## config.mk

```make
export PLATFORM = sky130hd
export DESIGN_NAME = issue_scheduler_flat
export DESIGN_NICKNAME = d
export VERILOG_FILES = /design/src/rtl/issue_scheduler_pkg.sv /design/src/rtl/issue_scheduler_if.sv /design/src/rtl/issue_scheduler_scoreboard.sv /design/src/rtl/issue_scheduler.sv /design/src/flat_wrapper.sv
export SDC_FILE = /design/constraint.sdc
export NUM_CORES = 1
export LEC_CHECK = 0
export BUFFER_PORTS_ARGS = -buffer_cell sky130_fd_sc_hd__buf_2
export CORE_AREA = 2 2 101 103
export DETAILED_ROUTE_END_ITERATION = 8
export DIE_AREA = 0 0 103 105
export PLACE_DENSITY = 0.79
export SYNTH_ARGS = -nofsm -noshare
export SYNTH_HDL_FRONTEND = slang
export SYNTH_SLANG_ARGS = --single-unit
```

## constraint.sdc

```tcl
create_clock -name clk -period 4.95 [get_ports clk]
set_clock_uncertainty 0.2 [all_clocks]
set_input_delay 0.2475 -clock clk [delete_from_list [all_inputs] [get_ports clk]]
set_output_delay 0.2475 -clock clk [all_outputs]
set_load 0.02 [all_outputs]
```

## src/rtl/issue_scheduler_pkg.sv

```systemverilog
// Shared types and constants for the in-order issue scheduler.
// Defines the decoded instruction format, the FU selector and the FSM encoding.
package issue_scheduler_pkg;

  localparam int NUM_REGS  = 32;
  localparam int REG_W     = $clog2(NUM_REGS);
  localparam int PAYLOAD_W = 32;
  localparam int PERF_W    = 32;

  typedef enum logic [1:0] {
    FU_ALU = 2'd0,
    FU_LSU = 2'd1,
    FU_BR  = 2'd2
  } fu_t;

  typedef struct packed {
    logic [PAYLOAD_W-1:0] payload;
    logic [REG_W-1:0]     rs1;
    logic [REG_W-1:0]     rs2;
    logic [REG_W-1:0]     rd;
    logic                 rd_we;
    fu_t                  fu;
  } decoded_instr_t;

  typedef enum logic {
    ST_EMPTY = 1'b0,
    ST_HELD  = 1'b1
  } state_t;

  // x0 is hardwired, so it never produces or waits on a result
  function automatic logic reg_nonzero(input logic [REG_W-1:0] r);
    return r != '0;
  endfunction

endpackage

```

## src/rtl/issue_scheduler_if.sv

```systemverilog
// Queue-side, FU-side and writeback signals of the issue scheduler.
// master = the scheduler itself, slave = the surrounding pipeline.
interface issue_scheduler_if;
  import issue_scheduler_pkg::*;

  logic           q_empty;
  decoded_instr_t q_instr;
  logic           q_r_en;
  decoded_instr_t iss_instr;
  logic           alu_valid;
  logic           lsu_valid;
  logic           br_valid;
  logic           alu_ready;
  logic           lsu_ready;
  logic           br_ready;
  logic           wb_valid;
  logic [REG_W-1:0] wb_rd;
  logic           flush;
  logic           stall_hazard;

  modport master (
    input  q_empty, q_instr, alu_ready, lsu_ready, br_ready,
           wb_valid, wb_rd, flush,
    output q_r_en, iss_instr, alu_valid, lsu_valid, br_valid, stall_hazard
  );

  modport slave (
    output q_empty, q_instr, alu_ready, lsu_ready, br_ready,
           wb_valid, wb_rd, flush,
    input  q_r_en, iss_instr, alu_valid, lsu_valid, br_valid, stall_hazard
  );

endinterface

```

## src/rtl/issue_scheduler_scoreboard.sv

```systemverilog
// Busy-register scoreboard: one bit per architectural register, set at issue,
// cleared at writeback; read ports see a same-cycle writeback as already done.
module issue_scheduler_scoreboard
  import issue_scheduler_pkg::*;
(
  input  logic             clk,
  input  logic             rst_n,
  input  logic             set_en,
  input  logic [REG_W-1:0] set_idx,
  input  logic             clr_en,
  input  logic [REG_W-1:0] clr_idx,
  input  logic [REG_W-1:0] rs1_idx,
  input  logic [REG_W-1:0] rs2_idx,
  input  logic [REG_W-1:0] rd_idx,
  output logic             rs1_busy,
  output logic             rs2_busy,
  output logic             rd_busy
);

  logic [NUM_REGS-1:0] busy_q;
  logic [NUM_REGS-1:0] busy_d;
  logic [NUM_REGS-1:0] busy_eff;

  genvar gi;
  for (gi = 0; gi < NUM_REGS; gi++) begin : g_bit
    localparam bit LIVE = (gi != 0);
    logic set_hit;
    logic clr_hit;

    assign set_hit = set_en & (set_idx == REG_W'(gi));
    assign clr_hit = clr_en & (clr_idx == REG_W'(gi));
    // A new producer issuing on the writeback cycle keeps the register busy
    assign busy_d[gi]   = LIVE & (set_hit | (busy_q[gi] & ~clr_hit));
    assign busy_eff[gi] = LIVE & busy_q[gi] & ~clr_hit;
  end

  always_ff @(posedge clk or negedge rst_n) begin
    if (!rst_n) begin
      busy_q <= '0;
    end else begin
      busy_q <= busy_d;
    end
  end

  assign rs1_busy = busy_eff[rs1_idx];
  assign rs2_busy = busy_eff[rs2_idx];
  assign rd_busy  = busy_eff[rd_idx];

endmodule

```

## src/rtl/issue_scheduler.sv

```systemverilog
// In-order single-issue scheduler with a one-entry issue register and RAW/WAW scoreboard.
// Define ISSUE_PERF_CNT_EN to add saturating issue / hazard-stall / FU-stall counters.
module issue_scheduler
  import issue_scheduler_pkg::*;
(
  input  logic clk,
  input  logic rst_n,
  issue_scheduler_if.master bus
`ifdef ISSUE_PERF_CNT_EN
  ,
  output logic [PERF_W-1:0] perf_issued,
  output logic [PERF_W-1:0] perf_hazard_stalls,
  output logic [PERF_W-1:0] perf_fu_stalls
`endif
);

  state_t         state_q;
  state_t         state_d;
  decoded_instr_t instr_q;
  decoded_instr_t instr_d;

  logic held;
  logic fu_ready;
  logic accept;
  logic slot_free;
  logic hazard;
  logic pop;
  logic stall_hazard;
  logic rs1_busy;
  logic rs2_busy;
  logic rd_busy;

  assign held = (state_q == ST_HELD);

  always_comb begin
    fu_ready = 1'b0;
    case (instr_q.fu)
      FU_ALU:  fu_ready = bus.alu_ready;
      FU_LSU:  fu_ready = bus.lsu_ready;
      FU_BR:   fu_ready = bus.br_ready;
      default: fu_ready = 1'b0;
    endcase
  end

  assign bus.alu_valid = held & (instr_q.fu == FU_ALU);
  assign bus.lsu_valid = held & (instr_q.fu == FU_LSU);
  assign bus.br_valid  = held & (instr_q.fu == FU_BR);
  assign bus.iss_instr = instr_q;

  assign accept    = held & fu_ready;
  assign slot_free = ~held | accept;
  assign hazard    = rs1_busy | rs2_busy | (bus.q_instr.rd_we & rd_busy);
  // rst_n gate keeps the pop strobe quiet while the reset is asserted
  assign pop       = rst_n & ~bus.q_empty & slot_free & ~hazard & ~bus.flush;

  assign stall_hazard     = ~bus.q_empty & hazard;
  assign bus.stall_hazard = stall_hazard;
  assign bus.q_r_en       = pop;

  always_comb begin
    state_d = state_q;
    instr_d = instr_q;
    case (state_q)
      ST_EMPTY: begin
        if (pop) begin
          state_d = ST_HELD;
          instr_d = bus.q_instr;
        end
      end
      ST_HELD: begin
        if (pop) begin
          instr_d = bus.q_instr;
        end else if (accept) begin
          state_d = ST_EMPTY;
        end
      end
      default: state_d = ST_EMPTY;
    endcase
    // Flush drops the held op; the scoreboard keeps its bits for in-flight writebacks
    if (bus.flush) begin
      state_d = ST_EMPTY;
      instr_d = '0;
    end
  end

  always_ff @(posedge clk or negedge rst_n) begin
    if (!rst_n) begin
      state_q <= ST_EMPTY;
      instr_q <= '0;
    end else begin
      state_q <= state_d;
      instr_q <= instr_d;
    end
  end

  issue_scheduler_scoreboard u_sb (
    .clk      (clk),
    .rst_n    (rst_n),
    .set_en   (pop & bus.q_instr.rd_we & reg_nonzero(bus.q_instr.rd)),
    .set_idx  (bus.q_instr.rd),
    .clr_en   (bus.wb_valid),
    .clr_idx  (bus.wb_rd),
    .rs1_idx  (bus.q_instr.rs1),
    .rs2_idx  (bus.q_instr.rs2),
    .rd_idx   (bus.q_instr.rd),
    .rs1_busy (rs1_busy),
    .rs2_busy (rs2_busy),
    .rd_busy  (rd_busy)
  );

`ifdef ISSUE_PERF_CNT_EN
  logic [2:0]        perf_inc;
  logic [PERF_W-1:0] perf_q [3];
  logic [PERF_W-1:0] perf_d [3];

  assign perf_inc = {held & ~accept, stall_hazard, accept};

  genvar gi;
  for (gi = 0; gi < 3; gi++) begin : g_perf
    assign perf_d[gi] = (perf_inc[gi] && (perf_q[gi] != '1)) ? perf_q[gi] + 1'b1 : perf_q[gi];

    always_ff @(posedge clk or negedge rst_n) begin
      if (!rst_n) begin
        perf_q[gi] <= '0;
      end else begin
        perf_q[gi] <= perf_d[gi];
      end
    end
  end

  assign perf_issued        = perf_q[0];
  assign perf_hazard_stalls = perf_q[1];
  assign perf_fu_stalls     = perf_q[2];
`endif

endmodule
```

## src/flat_wrapper.sv

```systemverilog
// flat-port wrapper written by rule: the top's interface ports become plain ports
module issue_scheduler_flat import issue_scheduler_pkg::*;
  (clk, rst_n, bus_q_empty, bus_q_instr, bus_alu_ready, bus_lsu_ready, bus_br_ready, bus_wb_valid, bus_wb_rd, bus_flush, bus_q_r_en, bus_iss_instr, bus_alu_valid, bus_lsu_valid, bus_br_valid, bus_stall_hazard);
  issue_scheduler_if bus_i ();
  input  logic clk;
  input  logic rst_n;
  input wire logic [$bits(bus_i.q_empty)-1:0] bus_q_empty;
  input wire logic [$bits(bus_i.q_instr)-1:0] bus_q_instr;
  input wire logic [$bits(bus_i.alu_ready)-1:0] bus_alu_ready;
  input wire logic [$bits(bus_i.lsu_ready)-1:0] bus_lsu_ready;
  input wire logic [$bits(bus_i.br_ready)-1:0] bus_br_ready;
  input wire logic [$bits(bus_i.wb_valid)-1:0] bus_wb_valid;
  input wire logic [$bits(bus_i.wb_rd)-1:0] bus_wb_rd;
  input wire logic [$bits(bus_i.flush)-1:0] bus_flush;
  output wire logic [$bits(bus_i.q_r_en)-1:0] bus_q_r_en;
  output wire logic [$bits(bus_i.iss_instr)-1:0] bus_iss_instr;
  output wire logic [$bits(bus_i.alu_valid)-1:0] bus_alu_valid;
  output wire logic [$bits(bus_i.lsu_valid)-1:0] bus_lsu_valid;
  output wire logic [$bits(bus_i.br_valid)-1:0] bus_br_valid;
  output wire logic [$bits(bus_i.stall_hazard)-1:0] bus_stall_hazard;
  assign bus_i.q_empty = bus_q_empty;
  assign bus_i.q_instr = bus_q_instr;
  assign bus_i.alu_ready = bus_alu_ready;
  assign bus_i.lsu_ready = bus_lsu_ready;
  assign bus_i.br_ready = bus_br_ready;
  assign bus_i.wb_valid = bus_wb_valid;
  assign bus_i.wb_rd = bus_wb_rd;
  assign bus_i.flush = bus_flush;
  assign bus_q_r_en = bus_i.q_r_en;
  assign bus_iss_instr = bus_i.iss_instr;
  assign bus_alu_valid = bus_i.alu_valid;
  assign bus_lsu_valid = bus_i.lsu_valid;
  assign bus_br_valid = bus_i.br_valid;
  assign bus_stall_hazard = bus_i.stall_hazard;
  issue_scheduler u_core (.clk(clk), .rst_n(rst_n), .bus(bus_i));
endmodule
```

==> impl_metrics.env <==
export IMPL_ys_top_cells_by_area="dfrtp_1 40%, nand2b_1 13%, mux2i_1 11%"
export IMPL_max_cap_violations=0
export IMPL_fin_crit_ns=3.55
export IMPL_rrSetupSlack_ns=1.85
export IMPL_final_cell_area_sq_um=6370
export IMPL_wire_per_inst_um=20.3
export IMPL_power_density_nw_per_um2=247
export IMPL_io_buffers=117
export IMPL_fp_dieW_um=103
export IMPL_antenna_cells=0
export IMPL_clock_path_buffers=2
export IMPL_cp_end_kind="primary output"
export IMPL_holdPathEnd="u_core.bus.iss_instr[7]"
export IMPL_grt_setup_unrepaired="false"
export IMPL_synth_top_area_share_pct=39.6
export IMPL_rr_startpoint="u_core.u_sb.busy_q[15]"
export IMPL_cts_tree="done"
export IMPL_netlist_instances=546
export IMPL_maxSlewHeadroom_pct=49.7
export IMPL_layout_cells_non_filler=813
export IMPL_cts_buffers=9
export IMPL_place_inst=759
export IMPL_holdCritStartpoint="bus_q_instr[7]"
export IMPL_outcome="complete, no violations"
export IMPL_yosys_top_cells_count="110 x nand2b_1, 82 x dfrtp_1, 55 x mux2i_1"
export IMPL_synth_warnings=0
export IMPL_crit_fanout=17
export IMPL_clk_pin_slew_worst_paths_ns=0.09
export IMPL_grt_pass1_vias=4874
export IMPL_startpoint_type="input port"
export IMPL_synthesis_nets=609
export IMPL_synth_seq_cells=82
export IMPL_layout_drive_gt1_share_pct=23.2
export IMPL_first_iter_violations=526
export IMPL_insertion_delay_ns=0.37
export IMPL_drt_wl_total_um=16500
export IMPL_synth_avg_cell_area_sq_um=9.49
export IMPL_core_area_sq_um=9640
export IMPL_hold_violations=0
export IMPL_worst_slack_ns=1.40
export IMPL_p_leak_nw=2.92
export IMPL_finalMaxSlewViolations=0
export IMPL_grt_max_degree=60
export IMPL_synth_async_reset_ratio_pct=100
export IMPL_hold_class="in2reg"
export IMPL_antenna_found_initial=0
export IMPL_vias=4952
export IMPL_cts_setup_buffers=0
export IMPL_post_drt_via_cell_ratio=6.09
export IMPL_drc=0
export IMPL_initial_core_util_pct=53.8
export IMPL_tightestPinTransition_ns=0.755
export IMPL_yosysMostFrequentCell="nand2b_1"
export IMPL_dr_pass1_iters=5
export IMPL_finalSetupViolCount=0
export IMPL_clkSinkCount=82
export IMPL_die_h_um=105
export IMPL_num_nets_final=738
export IMPL_synth_edf_count=0
export IMPL_hpwl_um=10800
export IMPL_cp_required_ns=4.50
export IMPL_reg2reg_depth=7
export IMPL_syn2layout_area_growth_pct=22.8
export IMPL_netlist_area_sq_um=5180
export IMPL_min_path_cells=3
export IMPL_antenna_left=0
export IMPL_fin_crit_sh_pct=71.7
export IMPL_grt_ovfl_total=0
export IMPL_grt_pass1_wl_um=25600
export IMPL_gp_congestion=1.04
export IMPL_ys_seq_area_share_pct=39.6
export IMPL_synth_ff_type="dfrtp_1"
export IMPL_dieArea_sq_um=10800
export IMPL_worstPathArrival_ns=3.10
export IMPL_r2r_end="u_core.bus.iss_instr[18]"
export IMPL_clock_root_buffer="clkbuf_8"
export IMPL_grt_total_usage_pct=31.0
export IMPL_synth_cell_types=66
export IMPL_ir_drop_v=0.000165
export IMPL_num_rows=36
export IMPL_path_class="in2out"
export IMPL_clock_fmax_mhz=282
export IMPL_yosys_area_top_type="dfrtp_1"
export IMPL_placed_cell_area_sq_um=5790
export IMPL_setup_tns_ns=0
export IMPL_io_pins=118
export IMPL_cts_htree_levels=3
export IMPL_pre_cts_slack_ns=1.49
-- stage by stage --
stage,utilization [%],hold WS (ns),power (mW)
after floorplan,-,-0.248,0.929
after detailed placement,60.0,0.0334,1.04
after global routing,66.0,0.0313,1.63
after CTS,66.0,0.000666,1.57
after global placement,60.0,0.0302,1.03
final,66.0,0.0190,1.57
-- routing by layer --
| metal | up-vias | global-route usage (%) | share of wire (%) |
|---|---|---|---|
| met5 | - | 0 | 0 |
| met4 | 0 | 13.9 | 3.7 |
| met3 | 51 | 7.49 | 11 |
| met2 | 327 | 47.7 | 47 |
| met1 | 2358 | 41.0 | 39 |
| li1 | 2216 | - | - |
-- state kept, by name, indices dropped and copies added (netlist names) --
signal	flops
u_core.bus.iss_instr	50
u_core.held	1
u_core.u_sb.busy_q	31
-- what timing repair did --
item                      CTS  global route
hold buffers               38             0
hold endpoints to repair   70             0
resized for setup           0             0
-- cells in the final DEF (no fill, tap or decap), types with 8 or more instances in the layout --
master,instances
nor2b_1,8
dfrtp_1,82
clkbuf_8,9
o21ai_1,9
nand2_1,32
nand2b_1,110
nand3_1,8
o21ai_0,14
o211ai_1,8
mux2i_1,55
dlygate4sd3_1,38
o31ai_1,15
a21o_1,12
buf_2,116
nor2_1,33
-- worst max-delay path: stages --
cell,delay (ns)
buf_2,0.15
nor2b_1,0.52
a21boi_1,0.26
nand3_1,0.16
nand4_1,0.12
o311ai_0,0.21
nand4_1,0.32
or3_1,0.75
nor2_1,0.18
buf_2,0.18
-- area by class of cell --
type                       instances  area (sq um)
sequential                        82          2050
timing repair buffer             159           998
fill                             788          3270
inverter                           5          18.8
tap                              133           166
clock buffer                       9           124
multi-input combinational        418          2930
clock inverter                     7          76.3
-- worst max path at each step --
stage,startpoint,end,slack (ns)
6_report,bus_wb_rd[1],bus_q_r_en,1.40
5_1_grt,u_core.u_sb.busy_q[22],bus_q_r_en,1.20
4_1_cts,bus_wb_rd[0],bus_q_r_en,1.47
3_5_place_dp,bus_wb_rd[1],bus_q_r_en,1.49
3_3_place_gp,bus_wb_rd[1],bus_q_r_en,1.46
2_1_floorplan,bus_q_instr[3],bus_q_r_en,1.99
-- power by group --
part           switching (mW)  internal (mW)  leakage [nW]
logic                   0.206          0.136          1.69
clock network           0.273          0.237         0.102
registers              0.0184          0.701          1.13
-- kinds of logic after synthesis --
group                     share of synthesized area [%]
buffers and inverters                              3.96
AOI/OAI and AO/OA                                  16.9
xor gates and xnor gates                          0.338
and+or+nand+nor                                    26.8
muxes                                              12.4
DFF                                                39.6
Power figures use the tool's default switching activity.
